[src/rtl/pc_stack_unit_if.sv]
// Control-path bundle between the control unit and the PC/return-stack block.
// The master drives the strobes and instruction word; the slave returns the PC and stack status.
interface pc_stack_unit_if #(
   parameter int PC_W    = 8,
   parameter int INSTR_W = 16
);
   logic               pc_hold;
   logic               pc_inc;
   logic               pc_load;
   logic               pc_call;
   logic               pc_ret;
   logic [INSTR_W-1:0] mbr_out;
   logic [PC_W-1:0]    pc_out;
   logic               ras_empty;
   logic               ras_full;
   logic               ras_ovf;
   logic               ras_unf;

   modport master (
      output pc_hold, pc_inc, pc_load, pc_call, pc_ret, mbr_out,
      input  pc_out, ras_empty, ras_full, ras_ovf, ras_unf
   );

   modport slave (
      input  pc_hold, pc_inc, pc_load, pc_call, pc_ret, mbr_out,
      output pc_out, ras_empty, ras_full, ras_ovf, ras_unf
   );
endinterface

[src/rtl/pc_stack_unit.sv]
// Program counter with a LIFO return-address stack. Strobes are resolved by
// fixed priority (hold > ret > call > load > inc); every output is registered.
module pc_stack_unit #(
   parameter int              PC_W      = 8,
   parameter int              INSTR_W   = 16,
   parameter int              TGT_LSB   = 8,
   parameter int              RAS_DEPTH = 4,
   parameter logic [PC_W-1:0] RESET_VEC = '0
) (
   input logic              clk,
   input logic              rst,
   pc_stack_unit_if.slave   bus
);

   localparam int CNT_W = $clog2(RAS_DEPTH + 1);
   localparam logic [CNT_W-1:0] CNT_MAX = CNT_W'(RAS_DEPTH);

   localparam logic [2:0] OP_NONE = 3'd0;
   localparam logic [2:0] OP_HOLD = 3'd1;
   localparam logic [2:0] OP_RET  = 3'd2;
   localparam logic [2:0] OP_CALL = 3'd3;
   localparam logic [2:0] OP_LOAD = 3'd4;
   localparam logic [2:0] OP_INC  = 3'd5;

   generate
      if (TGT_LSB + PC_W > INSTR_W) begin : g_bad_target
         $error("pc_stack_unit: jump-target field exceeds instruction width");
      end
      if (RAS_DEPTH < 1) begin : g_bad_depth
         $error("pc_stack_unit: RAS_DEPTH must be at least 1");
      end
   endgenerate

   logic [PC_W-1:0]  pc_q, pc_d;
   logic [CNT_W-1:0] cnt_q, cnt_d;
   logic             empty_q, empty_d;
   logic             full_q, full_d;
   logic             ovf_q, ovf_d;
   logic             unf_q, unf_d;
   logic [PC_W-1:0]  entries_q [RAS_DEPTH];

   logic [2:0]           op_sel;
   logic [PC_W-1:0]      target;
   logic [PC_W-1:0]      pc_plus1;
   logic [CNT_W-1:0]     cnt_m1;
   logic [PC_W-1:0]      top_entry;
   logic                 push_en;
   logic [RAS_DEPTH-1:0] wr_sel;
   logic                 unused_mbr;

   assign target     = bus.mbr_out[TGT_LSB +: PC_W];
   assign unused_mbr = ^bus.mbr_out;
   assign pc_plus1   = pc_q + PC_W'(1);
   assign cnt_m1     = cnt_q - CNT_W'(1);

   always_comb begin
      op_sel = OP_NONE;
      if (bus.pc_hold)      op_sel = OP_HOLD;
      else if (bus.pc_ret)  op_sel = OP_RET;
      else if (bus.pc_call) op_sel = OP_CALL;
      else if (bus.pc_load) op_sel = OP_LOAD;
      else if (bus.pc_inc)  op_sel = OP_INC;
   end

   // Mux rather than a direct index so a non-power-of-two depth never reads out of range.
   always_comb begin
      top_entry = entries_q[0];
      for (int i = 1; i < RAS_DEPTH; i++) begin
         if (cnt_m1 == CNT_W'(i)) top_entry = entries_q[i];
      end
   end

   always_comb begin
      pc_d    = pc_q;
      cnt_d   = cnt_q;
      ovf_d   = ovf_q;
      unf_d   = unf_q;
      push_en = 1'b0;
      case (op_sel)
         OP_RET: begin
            if (cnt_q != '0) begin
               pc_d  = top_entry;
               cnt_d = cnt_m1;
            end else begin
               unf_d = 1'b1;
            end
         end
         OP_CALL: begin
            pc_d = target;
            if (cnt_q != CNT_MAX) begin
               push_en = 1'b1;
               cnt_d   = cnt_q + CNT_W'(1);
            end else begin
               ovf_d = 1'b1;
            end
         end
         OP_LOAD: pc_d = target;
         OP_INC:  pc_d = pc_plus1;
         default: ;
      endcase
      empty_d = (cnt_d == '0);
      full_d  = (cnt_d == CNT_MAX);
   end

   // One write strobe per entry; reset suppresses any push issued alongside it.
   generate
      for (genvar gi = 0; gi < RAS_DEPTH; gi++) begin : g_wr_sel
         assign wr_sel[gi] = push_en && !rst && (cnt_q == CNT_W'(gi));
      end
   endgenerate

   always_ff @(posedge clk) begin
      for (int i = 0; i < RAS_DEPTH; i++) begin
         if (wr_sel[i]) entries_q[i] <= pc_plus1;
      end
   end

   always_ff @(posedge clk) begin
      if (rst) begin
         pc_q    <= RESET_VEC;
         cnt_q   <= '0;
         empty_q <= 1'b1;
         full_q  <= 1'b0;
         ovf_q   <= 1'b0;
         unf_q   <= 1'b0;
      end else begin
         pc_q    <= pc_d;
         cnt_q   <= cnt_d;
         empty_q <= empty_d;
         full_q  <= full_d;
         ovf_q   <= ovf_d;
         unf_q   <= unf_d;
      end
   end

   assign bus.pc_out    = pc_q;
   assign bus.ras_empty = empty_q;
   assign bus.ras_full  = full_q;
   assign bus.ras_ovf   = ovf_q;
   assign bus.ras_unf   = unf_q;

endmodule

[src/flat_wrapper.sv]
// flat-port wrapper written by rule: the top's interface ports become plain ports
module pc_stack_unit_flat 
#(
   parameter int              PC_W      = 8,
   parameter int              INSTR_W   = 16,
   parameter int              TGT_LSB   = 8,
   parameter int              RAS_DEPTH = 4,
   parameter logic [PC_W-1:0] RESET_VEC = '0
)
  (clk, rst, bus_pc_hold, bus_pc_inc, bus_pc_load, bus_pc_call, bus_pc_ret, bus_mbr_out, bus_pc_out, bus_ras_empty, bus_ras_full, bus_ras_ovf, bus_ras_unf);
  pc_stack_unit_if #(.PC_W(PC_W), .INSTR_W(INSTR_W)) bus_i ();
  input logic clk;
  input logic rst;
  input wire logic [$bits(bus_i.pc_hold)-1:0] bus_pc_hold;
  input wire logic [$bits(bus_i.pc_inc)-1:0] bus_pc_inc;
  input wire logic [$bits(bus_i.pc_load)-1:0] bus_pc_load;
  input wire logic [$bits(bus_i.pc_call)-1:0] bus_pc_call;
  input wire logic [$bits(bus_i.pc_ret)-1:0] bus_pc_ret;
  input wire logic [$bits(bus_i.mbr_out)-1:0] bus_mbr_out;
  output wire logic [$bits(bus_i.pc_out)-1:0] bus_pc_out;
  output wire logic [$bits(bus_i.ras_empty)-1:0] bus_ras_empty;
  output wire logic [$bits(bus_i.ras_full)-1:0] bus_ras_full;
  output wire logic [$bits(bus_i.ras_ovf)-1:0] bus_ras_ovf;
  output wire logic [$bits(bus_i.ras_unf)-1:0] bus_ras_unf;
  assign bus_i.pc_hold = bus_pc_hold;
  assign bus_i.pc_inc = bus_pc_inc;
  assign bus_i.pc_load = bus_pc_load;
  assign bus_i.pc_call = bus_pc_call;
  assign bus_i.pc_ret = bus_pc_ret;
  assign bus_i.mbr_out = bus_mbr_out;
  assign bus_pc_out = bus_i.pc_out;
  assign bus_ras_empty = bus_i.ras_empty;
  assign bus_ras_full = bus_i.ras_full;
  assign bus_ras_ovf = bus_i.ras_ovf;
  assign bus_ras_unf = bus_i.ras_unf;
  pc_stack_unit #(.PC_W(PC_W), .INSTR_W(INSTR_W), .TGT_LSB(TGT_LSB), .RAS_DEPTH(RAS_DEPTH), .RESET_VEC(RESET_VEC)) u_core (.clk(clk), .rst(rst), .bus(bus_i));
endmodule
[config.mk]
export PLATFORM = sky130hd
export DESIGN_NAME = pc_stack_unit_flat
export DESIGN_NICKNAME = d
export VERILOG_FILES = /design/src/rtl/pc_stack_unit_if.sv /design/src/rtl/pc_stack_unit.sv /design/src/flat_wrapper.sv
export SDC_FILE = /design/constraint.sdc
export NUM_CORES = 1
export LEC_CHECK = 0
export BUFFER_PORTS_ARGS = -buffer_cell sky130_fd_sc_hd__buf_2
export CAP_MARGIN = 20
export CORE_MARGIN = 8
export CORE_UTILIZATION = 30
export CTS_CLUSTER_DIAMETER = 80
export DETAILED_ROUTE_END_ITERATION = 16
export PLACE_DENSITY = 0.59
export SYNTH_ARGS = -nofsm -noshare
export SYNTH_HDL_FRONTEND = slang
export SYNTH_SLANG_ARGS = --single-unit
[constraint.sdc]
create_clock -name clk -period 2.86 [get_ports clk]
set_input_delay 0.572 -clock clk [delete_from_list [all_inputs] [get_ports clk]]
set_output_delay 0.572 -clock clk [all_outputs]
set_load 0.02 [all_outputs]
==> reports/results.tsv, run 1 <==
metric	value	unit
Root Buffer	clkbuf_8	
PD cells	602	nW/µm²
uppermost routed layer	met4	
Synth Instances	202	
Worst VDD drop	394	µV
CTS tree	done	
Post-DRT Antenna Nets	0	
Total Neg Setup Slack	0	ns
Ports	35	
core area	7250	µm²
clock sinks	47	
maxcap violations	0	
Worst Tran Pin Value	0.527	ns
# fillers	741	
DR WL/cell	15.2	µm
Inserted Diodes	0	
Final WS setup	0.728	ns
first-pass GRT wire length	8.56	mm
CP startpoint kind	flip-flop	
top_reg_cell synth	edfxtp_1	
Iteration-0 DRC Markers	121	
CTS Buf Count	5	
Place WS	0.726	ns
Die Y	102	µm
LEAKAGE	0.961	nW
syn nets	233	
Crit Path Max Fanout	12	
nets	260	
Syn-to-layout area delta	14.8	%
share of layout cells above drive strength 1	18.3	%
Clock transition at path regs	0.08	ns
H-tree levels	2	
status	finished clean	
initial antenna violation count	0	
Max Clk Rate	469	MHz
Placed Cells	321	
met2 routed WL	2.24	mm
post-synthesis cell type count	41	
final hold violations	0	
initial cell density of the core	30.8	%
post-cts sizing count	0	
CP max stage cell	dfxtp_1	
Min Hold Slack	0.477	ns
site row count	31	
Non-Filler Instances	329	
aggregate global routing overflow	0	
final worst path period share	74.5	%
DR vias/cell	4.89	
Total GRT Usage	10.5	%
# DRC	0	
die area	10500	µm²
DRT met1 WL	2.53	mm
Post-synth ARST share	0	%
Syn Std Cell Area	2230	µm²
Hold Buf Count CTS	0	
Syn Area/Cell	11.1	µm²
Worst Hold Class	flip-flop to flip-flop	
CP max stage delay	0.43	ns
Clk Latency, worst-skew pair	0.30	ns
min Tclk post-route	2.13	ns
largest net degree at the start of global routing	18	
WS Path Type	flip-flop to flip-flop	
RSZ-0062 raised after global routing	false	
YS warnings	0	
WL met3	135	µm
Synth Register Bits	47	
WP data arrival	2.33	ns
post-synthesis sequential area ratio	56.4	%
WL final	5.01	mm
Slew HR	64.7	%
Vias	1609	
Post-CTS Setup Bufs	0	
Max Root-Sink Buffers	2	
CP Capture Type	flip-flop	
Final GP Congestion	0.788	
number of synthesized flops with an enable pin	32	
Setup Viol. Count Final	0	
Worst Path Required	3.06	ns
worst path cell trace	inv_1 -> ha_1 -> xnor2_1 -> buf_4 -> o21ai_1 -> a22oi_1 -> o41a_1 -> o41ai_1	
Die W	102	µm
worst clock skew	0.00599	ns
Pins Over Slew Limit	0	
DR pass1 iterations	4	
port buffer count	26	
hpwl dp	3.62	mm
vias in the first global route	1607	
## cells by family (layout without fill, tap and decap cells)
logic type / Yosys count / count (layout) / synth area share (%)
adder cells (fa/ha/maj): 8 / 8 / 4.48
flip-flops: 47 / 47 / 56.4
AO/OA/AOI/OAI: 67 / 67 / 19.0
XOR/XNOR: 9 / 9 / 3.53
buffers and inverters: 19 / 47 / 3.75
multiplexers: 4 / 4 / 1.79
AND/OR/NAND/NOR: 48 / 48 / 11.0
## synthesized netlist by cell type, drive strengths merged (2+ instances only)
cell / instances / area (µm²)
dfxtp: 15 / 300
mux2i: 4 / 40.0
edfxtp: 32 / 961
inv: 7 / 26.3
and3: 5 / 31.3
ha: 8 / 100
o211ai: 3 / 22.5
nor3: 5 / 25.0
xor2: 3 / 26.3
o22a: 2 / 17.5
buf: 5 / 30.0
a21oi: 20 / 100
nor4: 2 / 12.5
a221oi: 5 / 43.8
o21ai: 20 / 100
nand2: 11 / 41.3
nand2b: 2 / 12.5
xnor2: 6 / 52.6
nand3: 6 / 30.0
clkbuf: 7 / 27.5
and2: 2 / 12.5
a22oi: 5 / 37.5
nor2: 11 / 41.3
a22o: 3 / 26.3
## worst paths after layout
check | startpoint | to | slack [ns] | depth (start not counted)
max reg2reg | u_core.cnt_q[0] | u_core.bus.pc_out[6] | 0.73 | 8
min | u_core.bus.ras_unf | u_core.bus.ras_unf | 0.48 | 2
min reg2reg | u_core.bus.ras_unf | u_core.bus.ras_unf | 0.48 | 2
max | u_core.cnt_q[0] | u_core.bus.pc_out[6] | 0.73 | 8
## critical path, delay by kind of cell, from the launching register on
family | cells | cell delay, ns
XOR/XNOR | 1 | 0.13
AO/OA/AOI/OAI | 4 | 0.91
adder cells (fa/ha/maj) | 1 | 0.25
buffers and inverters | 2 | 0.30
flip-flops | 1 | 0.43
## power breakdown
group          switching (W)  internal (W)
logic               0.000217      0.000130
registers          0.0000300      0.000769
clock network       0.000229      0.000171
## per-stage QoR
stage / power [W] / area [µm²] / util (%)
3_5_place_dp: 0.00116 / 2480 / 34.1
2_1_floorplan: 0.00105 / 2230 / -
4_1_cts: 0.00156 / 2560 / 35.4
3_3_place_gp: 0.00116 / 2480 / 34.1
5_1_grt: 0.00164 / 2560 / 35.4
6_report: 0.00155 / 2560 / 35.4
## sequential cells by signal (all words and copies together), names as in the netlist
register,count
u_core.entries_q,32
u_core.bus.pc_out,8
u_core.cnt_q,3
u_core.bus.ras_empty,1
u_core.bus.ras_full,1
u_core.bus.ras_ovf,1
u_core.bus.ras_unf,1
## final cells by class
class	instances	area [µm²]	share of cell area, %
Clock inverter	3	20.0	0.780
Timing Repair Buffer	32	175	6.83
Sequential cell	47	1260	49.2
Multi-Input combinational cell	136	890	34.7
Tap cell	99	124	4.83
Clock buffer	5	68.8	2.68
Inverter	7	26.3	1.02
## per-layer routing
metal	up-vias	track usage [%]
met5	-	0
met4	0	4.97
met3	6	2.32
met2	32	15.5
met1	756	14.1
li1	815	-
## layout by cell type (no fill, tap or decap), types with 2 or more instances in the layout
master and count:
edfxtp_1 32, buf_2 26, a21oi_1 20, o21ai_0 19, dfxtp_1 15, nor2_1 11, nand2_1 11, ha_1 8
inv_1 7, nand3_1 6, xnor2_1 6, buf_4 6, and3_1 5, nor3_1 5, a22oi_1 5, a221oi_1 5
clkbuf_8 5, mux2i_1 4, xor2_1 3, a22o_1 3, o211ai_1 3, nor4_1 2, and2_1 2, nand2b_1 2
o22a_1 2
Note: power is estimated with default switching activity, not from simulation.
==> run 2, diff against run 1 <==
- PLACE_DENSITY: 0.59 -> 0.6
- clock period: 2.86 -> 1.7 ns (I/O delays scaled with it)
==> run 2 against run 1 <==
The flow now finishes with violations (setup timing). Register-to-register slack worse by 0.77 ns. Critical path depth is 1 lower. Maximum frequency rose by 23%. Setup slack worse by 0.77 ns. Critical path type unchanged. Global-route usage increased by 0.87 points. Non-clock buffer count increased by 38.
==> reports/results.tsv, run 2 (synthesis results as in run 1) <==
metric	value	unit
status	finished with violations	
violated checks	setup timing	
die area	10500	µm²
# DRC	0	
port buffer count	26	
Root Buffer	clkbuf_8	
core area	7250	µm²
Inserted Diodes	0	
site row count	31	
vias in the first global route	1870	
Ports	35	
Crit Path Max Fanout	5	
Syn-to-layout area delta	34.8	%
Max Root-Sink Buffers	2	
DR WL/cell	14.9	µm
final hold violations	0	
maxcap violations	0	
Min Hold Slack	0.309	ns
largest net degree at the start of global routing	16	
CP max stage cell	or3_4	
CP Capture Type	flip-flop	
final worst path period share	102	%
Final GP Congestion	0.829	
first-pass GRT wire length	9.16	mm
Max Clk Rate	575	MHz
initial cell density of the core	30.8	%
Die W	102	µm
most frequent cells in the layout	37 x buf_4, 32 x edfxtp_1, 26 x buf_2	
Worst Hold Class	input port to flip-flop	
CP startpoint kind	flip-flop	
Pins Over Slew Limit	0	
CTS Buf Count	5	
Biggest register	u_core.entries_q	
WL final	5.48	mm
Slew HR	68.1	%
worst clock skew	0.00677	ns
Non-Filler Instances	367	
share of layout cells above drive strength 1	39.2	%
CP max stage delay	0.41	ns
Vias	1774	
worst path cell trace	inv_4 -> ha_4 -> and3b_4 -> or3_4 -> buf_6 -> a221oi_2 -> a21oi_1	
initial antenna violation count	0	
Worst Path Required	1.89	ns
commonest non-fill, non-tap cell in the layout	buf_4	
WP data arrival	1.93	ns
hold path cells	2	
Clock transition at path regs	0.09	ns
DR vias/cell	4.83	
DR pass1 iterations	4	
LEAKAGE	1.19	nW
nets	298	
PD cells	946	nW/µm²
Total Neg Setup Slack	-0.0970	ns
# fillers	710	
Worst Tran Pin Value	0.477	ns
Placed Cells	354	
Clk Latency, worst-skew pair	0.30	ns
Total GRT Usage	11.4	%
hpwl dp	4.13	mm
RSZ-0062 raised after global routing	true	
Iteration-0 DRC Markers	103	
Post-DRT Antenna Nets	0	
WS Path Type	flip-flop to flip-flop	
CTS tree	done	
clock sinks	47	
H-tree levels	2	
Setup Viol. Count Final	3	
worst r2r path cells	7	
max FFs per register	32	
Worst VDD drop	627	µV
min Tclk post-route	1.74	ns
Hold Buf Count CTS	0	
aggregate global routing overflow	0	
Die Y	102	µm
Final WS setup	-0.0394	ns
[run 2: area by class of cell]
cell class | count | area, µm² | share of cell area (%)
clock inverters | 3 | 20.0 | 0.664
inverters | 7 | 28.8 | 0.955
flip-flops and latches | 47 | 1270 | 42.1
clock buffers | 5 | 68.8 | 2.28
multi-input cells | 136 | 1000 | 33.2
repair buffers | 70 | 504 | 16.7
well taps | 99 | 124 | 4.11
[run 2: worst max-delay path, delay by kind of cell (launching register included)]
family / cells / cell delay, ns
adder cells (fa/ha/maj): 1 / 0.17
flip-flops: 1 / 0.39
buffers and inverters: 2 / 0.19
AND/OR/NAND/NOR: 2 / 0.59
AO/OA/AOI/OAI: 2 / 0.29
[run 2: repair_timing]
item / in CTS / in global routing
setup buffers: 4 / 1
resized for setup: 11 / 16
endpoints found under the setup margin: 9 / 27
pin swaps: 4 / 12
hold endpoints to repair: 0 / 0
[run 2: worst paths after layout]
| kind | start | to | slack, ns |
|---|---|---|---|
| min reg2reg | u_core.bus.ras_ovf | u_core.bus.ras_ovf | 0.47 |
| min | rst | u_core.cnt_q[0] | 0.31 |
| max | u_core.cnt_q[0] | u_core.bus.pc_out[2] | -0.04 |
| max reg2reg | u_core.cnt_q[0] | u_core.bus.pc_out[2] | -0.04 |
[run 2: metal layers]
layer / wire, µm / part of all wire [%] / global-route usage (%)
met5: 0 / 0 / 0
met4: 108 / 2.0 / 4.97
met3: 143 / 2.6 / 2.11
met2: 2680 / 49 / 18.5
met1: 2550 / 47 / 14.2
[run 2: power breakdown]
| group | internal, W | leakage, nW | switching [W] |
|---|---|---|---|
| combinational | 0.000390 | 0.736 | 0.000436 |
| clock | 0.000287 | 0.0418 | 0.000395 |
| sequential | 0.00130 | 0.416 | 0.0000461 |
| total | 0.00197 | 1.19 | 0.000876 |
[run 2: metrics by stage]
stage               setup WS [ns]  cell area, µm²  utilization (%)  total power (W)
finish                    -0.0394            3010             41.5          0.00285
global route              -0.0979            3010             41.5          0.00300
CTS                       -0.0455            2950             40.6          0.00283
detailed placement         -0.100            2780             38.3          0.00208
global placement          -0.0807            2780             38.3          0.00207
floorplan                 -0.0660            2270                -          0.00178
==> run 3, diff against run 2 <==
--- a/config.mk
+++ b/config.mk
@@ -8,9 +8,9 @@
 export BUFFER_PORTS_ARGS = -buffer_cell sky130_fd_sc_hd__buf_2
 export CAP_MARGIN = 20
-export CORE_MARGIN = 8
+export CORE_MARGIN = 2
 export CORE_UTILIZATION = 30
 export CTS_CLUSTER_DIAMETER = 80
 export DETAILED_ROUTE_END_ITERATION = 16
-export PLACE_DENSITY = 0.6
+export PLACE_DENSITY = 0.59
 export SYNTH_ARGS = -nofsm -noshare
 export SYNTH_HDL_FRONTEND = slang
==> constraint.sdc (replaced) <==
create_clock -name clk -period 1.9 [get_ports clk]
set_input_delay 0.38 -clock clk [delete_from_list [all_inputs] [get_ports clk]]
set_output_delay 0.38 -clock clk [all_outputs]
set_load 0.05 [all_outputs]
==> run 3 against run 2 <==
The flow now finishes without violations. Die area shrank 22%. Clock skew up 0.0028 ns. Sequential power fell by 10%. Setup slack improved by 0.15 ns. Sequential cell count stayed put. Wire length decreased by 5.5%. Register-to-register slack improved by 0.15 ns. Sequential share of layout area rose by 4.0 points. Maximum frequency fell by 3.0%. Clock power is 12% lower. Worst hold slack improved by 0.075 ns. Cell count shrank 5.7%. Critical endpoint is now u_core.bus.pc_out[6]. Largest power group unchanged.
==> reports/results.tsv, run 3 (synthesis results as in run 1) <==
metric	value	unit
Root Buffer	clkbuf_8	
initial cell density of the core	31.0	%
Area after DPL	2640	µm²
Setup Viol. Count Final	0	
post-route cell area	2740	µm²
maxcap violations	0	
port buffer count	26	
WS Path Type	flip-flop to flip-flop	
LEAKAGE	1.06	nW
CTS tree	done	
max FFs per register	32	
Hold Buf Count CTS	0	
Die Y	90.3	µm
Die W	90.3	µm
DR vias/cell	4.82	
Post-CTS Setup Bufs	0	
Worst VDD drop	530	µV
Vias	1668	
Worst Path Required	2.08	ns
DR WL/cell	15.0	µm
sequential power share	48.8	%
WP data arrival	1.97	ns
CP Capture Type	flip-flop	
Clk Latency, worst-skew pair	0.30	ns
Clock transition at path regs	0.09	ns
commonest non-fill, non-tap cell in the layout	edfxtp_1	
post-cts sizing count	0	
Total GRT Usage	13.1	%
H-tree levels	2	
status	finished clean	
Ports	35	
most frequent cells in the layout	32 x edfxtp_1, 26 x buf_2, 21 x buf_4	
site row count	31	
share of layout cells above drive strength 1	25.9	%
Worst Tran Pin Value	0.458	ns
min Tclk post-route	1.79	ns
core area	7210	µm²
largest net degree at the start of global routing	16	
Max Clk Rate	558	MHz
# fillers	746	
first-pass GRT wire length	8.62	mm
Post-DRT Antenna Nets	0	
die area	8150	µm²
Max Root-Sink Buffers	2	
clock share of power	24.5	%
Pins Over Slew Limit	0	
clock sinks	47	
vias in the first global route	1692	
net switching power	0.000796	W
DR pass1 iterations	4	
final hold violations	0	
Slew HR	69.3	%
WL final	5.18	mm
final worst path period share	94.3	%
sw frac	32.4	%
aggregate global routing overflow	0	
Biggest register	u_core.entries_q	
Inserted Diodes	0	
Final Power	0.00245	W
CTS Buf Count	5	
# DRC	0	
Crit Path Max Fanout	4	
Syn-to-layout area delta	22.7	%
Place WS	0.0477	ns
initial antenna violation count	0	
hpwl dp	3.81	mm
nets	277	
RSZ-0062 raised after global routing	true	
Iteration-0 DRC Markers	68	
Int Pwr	0.00166	W
Final WS setup	0.108	ns
Worst Hold Class	input port to flip-flop	
worst clock skew	0.00958	ns
PD cells	895	nW/µm²
Final GP Congestion	0.792	
Logic pwr share	26.7	%
CP startpoint kind	flip-flop	
==> run 3: changes by cell type in the layout (fill, tap and decap cells not counted), moves of 2 or more <==
cell      previous run  this run
a221oi_1             0         4
nor3_1               3         5
a221oi_2             5         1
ha_2                 3         1
buf_6                5         0
buf_4               37        21
dfxtp_1             12        14
o21ai_1              3         1
o21ai_0             16        19
inv_1                5         7
ha_1                 4         7
nor3_2               2         0
==> run 3: cell type report <==
class | count | area (µm²) | share of cell area (%)
tap | 99 | 124 | 4.52
sequential | 47 | 1260 | 46.1
inverter | 7 | 26.3 | 0.958
multi-input combinational | 136 | 912 | 33.3
timing repair buffer | 49 | 328 | 12.0
clock buffer | 5 | 68.8 | 2.51
clock inverter | 3 | 20.0 | 0.730
==> run 3: path summary, 6_finish.rpt <==
kind	from	to	slack, ns	cells past startpoint
setup / recovery	u_core.cnt_q[1]	u_core.bus.pc_out[6]	0.11	6
hold / removal	bus_mbr_out[9]	u_core.bus.pc_out[1]	0.38	3
setup reg to reg	u_core.cnt_q[1]	u_core.bus.pc_out[6]	0.11	6
hold reg to reg	u_core.bus.ras_unf	u_core.bus.ras_unf	0.47	2
==> run 3: through the flow <==
step	TNS (ns)	hold slack, ns	instances	util, %
after CTS	0	0.376	346	37.8
after global placement	0	0.452	338	36.5
after detailed placement	0	0.465	338	36.5
after global routing	-0.00540	0.383	346	38.0
final	0	0.384	346	38.0
after floorplan	0	0.478	202	-
==> run 3: layer usage <==
metal  global-route usage (%)  share of wire, %
met5                        0                 0
met3                     2.09               2.4
met4                     4.49               1.2
met2                     21.1                46
met1                     17.9                50
==> run 3: worst max-delay path, stage by stage (launching register included) <==
cell and delay (ns):
dfxtp_1 0.33, inv_1 0.09, ha_2 0.20, and3b_4 0.21, or3_1 0.37, o41a_1 0.41, o41ai_1 0.07
==> run 3: power by group through the flow <==
stage | combinational (W) | sequential [W] | clock [W]
floorplan | 0.000327 | 0.00132 | 0
global placement | 0.000637 | 0.00122 | 0
detailed placement | 0.000646 | 0.00122 | 0
CTS | 0.000650 | 0.00120 | 0.000619
global route | 0.000725 | 0.00121 | 0.000669
finish | 0.000655 | 0.00120 | 0.000601
